[config.mk]
export PLATFORM = sky130hd
export DESIGN_NAME = hangman_host_ctrl
export DESIGN_NICKNAME = d
export VERILOG_FILES = /design/src/rtl/hangman_pkg.sv /design/src/rtl/letter_filter.sv /design/src/rtl/hangman_host_ctrl.sv
export SDC_FILE = /design/constraint.sdc
export NUM_CORES = 1
export LEC_CHECK = 0
export CORE_MARGIN = 2
export CORE_UTILIZATION = 35
export CTS_BUF_LIST = sky130_fd_sc_hd__clkbuf_16
export DETAILED_ROUTE_END_ITERATION = 7
export RECOVER_POWER = 25
export SLEW_MARGIN = 0
export SYNTH_ARGS = -nofsm -noshare
export SYNTH_HDL_FRONTEND = slang
export SYNTH_HIERARCHICAL = 1
export SYNTH_SLANG_ARGS = --single-unit
[constraint.sdc]
create_clock -name clk -period 2.2 [get_ports clk]
set_input_delay 0.44 -clock clk [delete_from_list [all_inputs] [get_ports clk]]
set_output_delay 0.44 -clock clk [all_outputs]
set_load 0.005 [all_outputs]
[src/rtl/hangman_pkg.sv]
// Shared types and constants for the hangman host-side controller.
// The GUESS_HISTORY_EN macro is used by the files that import this package.
package hangman_pkg;

  typedef enum logic [2:0] {
    LOAD = 3'd0,
    ARM  = 3'd1,
    PLAY = 3'd2,
    WAIT = 3'd3,
    DONE = 3'd4
  } host_state_t;

  localparam logic [7:0] ASCII_A  = 8'h41;
  localparam logic [7:0] ASCII_Z  = 8'h5A;
  localparam logic [7:0] CASE_BIT = 8'h20;
  localparam int         WIN_COUNT  = 5;
  localparam int         MISS_LIMIT = 6;

endpackage

[src/rtl/letter_filter.sv]
// Combinational key screening: case fold, A..Z range check, repeat-guess check.
// GUESS_HISTORY_EN: repeats are checked against the 26-bit used-letter mask.
module letter_filter
  import hangman_pkg::*;
(
  input  logic [7:0]  key,
  input  logic [7:0]  cur_guess,
`ifdef GUESS_HISTORY_EN
  input  logic [25:0] history,
`endif
  output logic [7:0]  letter_norm,
  output logic        letter_ok,
  output logic        repeat_hit
);

  always_comb begin
    letter_norm = key;
    if (key >= (ASCII_A | CASE_BIT) && key <= (ASCII_Z | CASE_BIT))
      letter_norm = key & ~CASE_BIT;
    letter_ok = (letter_norm >= ASCII_A) && (letter_norm <= ASCII_Z);
  end

`ifdef GUESS_HISTORY_EN
  logic [4:0] idx;
  assign idx        = 5'(letter_norm - ASCII_A);
  assign repeat_hit = letter_ok && (history[idx] || letter_norm == cur_guess);
`else
  // Engine ignores an unchanged guess, so only the current one counts as a repeat.
  assign repeat_hit = letter_ok && (letter_norm == cur_guess);
`endif

endmodule

[src/rtl/hangman_host_ctrl.sv]
// Host/player driver for the hangman engine: word load, start, paced guesses, end pulse.
// Optional GUESS_HISTORY_EN rejects any letter guessed earlier in the current game.
module hangman_host_ctrl
  import hangman_pkg::*;
#(
  parameter int WORD_LEN = WIN_COUNT,
  parameter int MAX_MISS = MISS_LIMIT,
  parameter int TIMEOUT  = 255
)(
  input  logic                  clk,
  input  logic                  rst,
  input  logic [7:0]            key_data,
  input  logic                  key_valid,
  input  logic                  word_submit,
  input  logic                  new_game,
  input  logic                  game_rdy,
  input  logic                  red_busy,
  input  logic [2:0]            correct,
  input  logic [2:0]            incorrect,
  output logic [8*WORD_LEN-1:0] setWord,
  output logic                  toggle_state,
  output logic [7:0]            guess,
  output logic                  gameEnd,
  output logic [2:0]            letters_loaded,
  output logic                  reject,
  output logic                  timeout_err,
  output logic [2:0]            phase
);

  localparam int TW = $clog2(TIMEOUT + 1);

  host_state_t   state;
  logic [TW-1:0] tmo;
  logic          seen_busy;
  logic [7:0]    letter_norm;
  logic          letter_ok, repeat_hit;
  logic          full, hs_done, tmo_hit, game_over;

`ifdef GUESS_HISTORY_EN
  logic [25:0] history;
`endif

  letter_filter u_filter (
    .key         (key_data),
    .cur_guess   (guess),
`ifdef GUESS_HISTORY_EN
    .history     (history),
`endif
    .letter_norm (letter_norm),
    .letter_ok   (letter_ok),
    .repeat_hit  (repeat_hit)
  );

  assign phase     = state;
  assign full      = (letters_loaded == 3'(WORD_LEN));
  assign hs_done   = seen_busy && game_rdy;
  assign tmo_hit   = (tmo == TW'(TIMEOUT - 1));
  assign game_over = (correct == 3'(WORD_LEN)) || (incorrect == 3'(MAX_MISS));

  always_ff @(posedge clk or posedge rst) begin
    if (rst) begin
      state          <= LOAD;
      setWord        <= '0;
      guess          <= '0;
      letters_loaded <= '0;
      toggle_state   <= 1'b0;
      gameEnd        <= 1'b0;
      reject         <= 1'b0;
      timeout_err    <= 1'b0;
      tmo            <= '0;
      seen_busy      <= 1'b0;
`ifdef GUESS_HISTORY_EN
      history        <= '0;
`endif
    end else begin
      toggle_state <= 1'b0;
      gameEnd      <= 1'b0;
      reject       <= 1'b0;
      timeout_err  <= 1'b0;
      // new_game overrides everything, including a key presented in the same cycle
      if (new_game) begin
        gameEnd        <= (state != LOAD);
        state          <= LOAD;
        setWord        <= '0;
        guess          <= '0;
        letters_loaded <= '0;
        tmo            <= '0;
        seen_busy      <= 1'b0;
`ifdef GUESS_HISTORY_EN
        history        <= '0;
`endif
      end else begin
        unique case (state)
          LOAD: begin
            if (key_valid) begin
              if (letter_ok && !full) begin
                setWord        <= {setWord[8*WORD_LEN-9:0], letter_norm};
                letters_loaded <= letters_loaded + 3'd1;
              end else begin
                reject <= 1'b1;
              end
            end else if (word_submit) begin
              if (full) state  <= ARM;
              else      reject <= 1'b1;
            end
          end
          ARM: begin
            if (game_rdy) begin
              toggle_state <= 1'b1;
              state        <= PLAY;
            end else begin
              reject <= key_valid;
            end
          end
          PLAY: begin
            if (key_valid) begin
              if (letter_ok && !repeat_hit && game_rdy) begin
                guess     <= letter_norm;
                tmo       <= '0;
                seen_busy <= 1'b0;
                state     <= WAIT;
`ifdef GUESS_HISTORY_EN
                history   <= history | (26'd1 << 5'(letter_norm - ASCII_A));
`endif
              end else begin
                reject <= 1'b1;
              end
            end
          end
          WAIT: begin
            seen_busy <= seen_busy | red_busy;
            if (hs_done) begin
              state <= game_over ? DONE : PLAY;
            end else if (tmo_hit) begin
              timeout_err <= 1'b1;
              state       <= PLAY;
            end else begin
              tmo <= tmo + 1'b1;
            end
            // timeout_err outranks reject when both would fire
            reject <= key_valid && (hs_done || !tmo_hit);
          end
          DONE: reject <= key_valid;
          default: state <= LOAD;
        endcase
      end
    end
  end

endmodule

==> results.toml <==
[sta]
finClkSkew_ps = 7.91
setup_violations = 0
rsz0062_at_grt = "no"
worst_pin_slew_ps = 1470
final_hold_viol_count = 0
period_minus_slack_ps = 2110
setup_slack_ps = 85.6
max_slew_margin = 0.0189
fin_crit_sh = 0.961
setup_tns_ps = 0
slew_viol_final = 0
max_freq_mhz = 473

[routing]
post_drt_via_cell_ratio = 4.98
wl_um = 7900
drtPass1Iterations = 4
drtIter0Drc = 106
drc = 0
routedWlPerCell_um = 14.4
vias = 2737
antenna_left = 0

[critical_path]
r2r-start = "guess[1]"
crit_path_start = "key_data[3]"
timing.rr.end = "guess[2]"
reg2reg_depth = 7
ff2ff_setup_slack_ps = 330
path_class = "in2reg"
endpoint_kind = "register"
crit_fanout = 5
crit_arrival_ps = 2320
required_ps = 2400
critPathLaunchType = "primary input"
cp-endpoint = "guess[2]"

[yosys]
synth-seq-cells = 67
synthTopCellsByArea = "dfrtp_1 (51%), nand2_1 (10%), a21oi_1 (7.5%), mux2_2 (2.7%), buf_4 (2.5%)"
yosys_warnings = 6
synthArstFlopShare = 1.00
ys_seq_area_frac = 0.510
synth_top_area_frac = 0.510
post-synth-top-area-cell = "dfrtp_1"
ys_types = 53
synth_edf_count = 0
netlist_area_um2 = 3290
synthCells = 351
syn_avg_cell_area_um2 = 9.37
synthesis.nets = 376
synthFlopType = "dfrtp_1"

[die]
rows = 35
die_h_um = 101
start_util = 0.358
chipWidth_um = 101
core_um2 = 9200
io_pins = 79
dieArea_um2 = 10200

[cells_and_area]
finalNonFillerCells = 550
antenna_cells = 0
drive_gt1_frac = 0.144
syn_to_final_growth_pct = 39.3
layout.nets = 459
fillers = 898
utilization = 0.498

[place]
dp.cells = 532
io_buffers = 78
gp_congestion = 0.820
dp.final_hpwl_um = 5470
place_ws_ps = -592

[global_routing]
antenna_found_initial = 0
grt_pass1_wl_um = 13300
overflow = 0
grt_usage = 0.164
grt_max_degree = 68
grt_pass1_vias = 2729

[pwr]
power_density_nw_per_um2 = 724
power.switching_mw = 0.869
pwr-share-clk = 0.421
power_frac_comb = 0.171
p_leak_nw = 1.87
switching_share = 0.262
power.internal_mw = 2.45
p_seq_frac = 0.408
peakVddDrop_uv = 544

[clocking]
clock-root-buffer = "clkbuf_16"
ctsLongestPathBuffers = 2
cts_tree = "yes"
clk_pin_slew_ps = 50
cts_hold_buf = 0
clock_latency_ps = 330
h-tree-depth = 3
numCtsBuffers = 9
cts.sinks = 67

[min_path]
worstHoldPathCells = 3
min_from = "key_data[0]"
hp-class = "in2reg"

[run]
cap_viol_max_count = 0

[run_status]
outcome = "completed"
-- cell usage after synthesis, types with 5 or more instances --
cell type / n
dfrtp_1: 67
nor2_1: 12
xnor2_1: 7
inv_1: 5
nor3_1: 5
mux2_2: 8
buf_2: 5
a21oi_1: 49
clkbuf_1: 9
nand2_1: 88
nand2b_1: 5
buf_4: 11
nor2b_1: 11
nand3_1: 7
-- power by group through the flow --
stage | clock network, mW | registers (mW) | logic [mW]
2_1_floorplan | 0 | 1.36 | 0.309
5_1_grt | 1.49 | 1.37 | 0.621
3_5_place_dp | 0 | 1.38 | 0.559
4_1_cts | 1.43 | 1.35 | 0.573
3_3_place_gp | 0 | 1.37 | 0.551
6_report | 1.40 | 1.35 | 0.566
-- timing repair --
| item | CTS | global route |
|---|---|---|
| cloned | 1 | 0 |
| buffers inserted | 1 | 0 |
| endpoints found under the setup margin | 60 | 39 |
| resized for setup | 26 | 7 |
| pin swaps | 7 | 7 |
-- metal layers --
layer / track usage / up-vias / wire (um)
met1: 0.220 / 1307 / 3730
met4: 0.0405 / 0 / 51
met3: 0.0520 / 5 / 356
met5: 0 / - / 0
li1: - / 1368 / -
met2: 0.261 / 57 / 3770
-- cells by family after synthesis --
logic type	count (synthesis)	share of synthesized area
and+or+nand+nor	152	0.221
AOI/OAI and AO/OA	79	0.150
DFF	67	0.510
buffers and inverters	32	0.0510
muxes	9	0.0320
xor gates and xnor gates	8	0.0213
adders and majority gates	4	0.0152
-- layout by cell type (no fill, tap or decap), types with 7 or more instances in the layout --
cell,count
xnor2_1,7
dfrtp_1,67
clkbuf_16,9
clkdlybuf4s50_1,70
nor2_1,11
nand3_1,7
nor2b_1,10
mux2_2,7
nand2_1,88
buf_4,15
a21oi_1,48
-- sequential cells by signal (all words and copies together), names as in the netlist --
signal	flops
timeout_err	1
toggle_state	1
seen_busy	1
phase	3
gameEnd	1
guess	8
setWord	40
letters_loaded	3
tmo	8
reject	1
-- stage by stage --
stage                     total power [mW]  hold WS (ps)  instance area [um2]
after floorplan                       1.67           477                 3290
after global placement                1.92           508                 4250
after detailed placement              1.93           515                 4250
after CTS                             3.36           510                 4580
after global routing                  3.47           417                 4580
final                                 3.32           410                 4580
-- critical path, cell delays in order --
cell and delay (ps):
buf_2 110, or4_4 520, o21ai_4 150, nor3_2 70
nand4b_1 290, nor3_4 330, nor2_4 90, mux2_4 310
-- worst min path at each step --
stage / slack, ps / endpoint
detailed placement: 520 / setWord[32]
finish: 410 / setWord[0]
global placement: 510 / setWord[39]
floorplan: 480 / seen_busy
global route: 420 / setWord[0]
CTS: 510 / setWord[0]
-- cell type report --
type	count	area (um2)	area share
Clock buffer	9	225	0.0491
Clock inverter	7	67.6	0.0147
Inverter	6	22.5	0.00491
Multi-Input combinational cell	253	1510	0.330
Sequential cell	67	1680	0.366
Tap cell	111	139	0.0303
Timing Repair Buffer	97	940	0.205
Note: power is estimated with default switching activity, not from simulation.
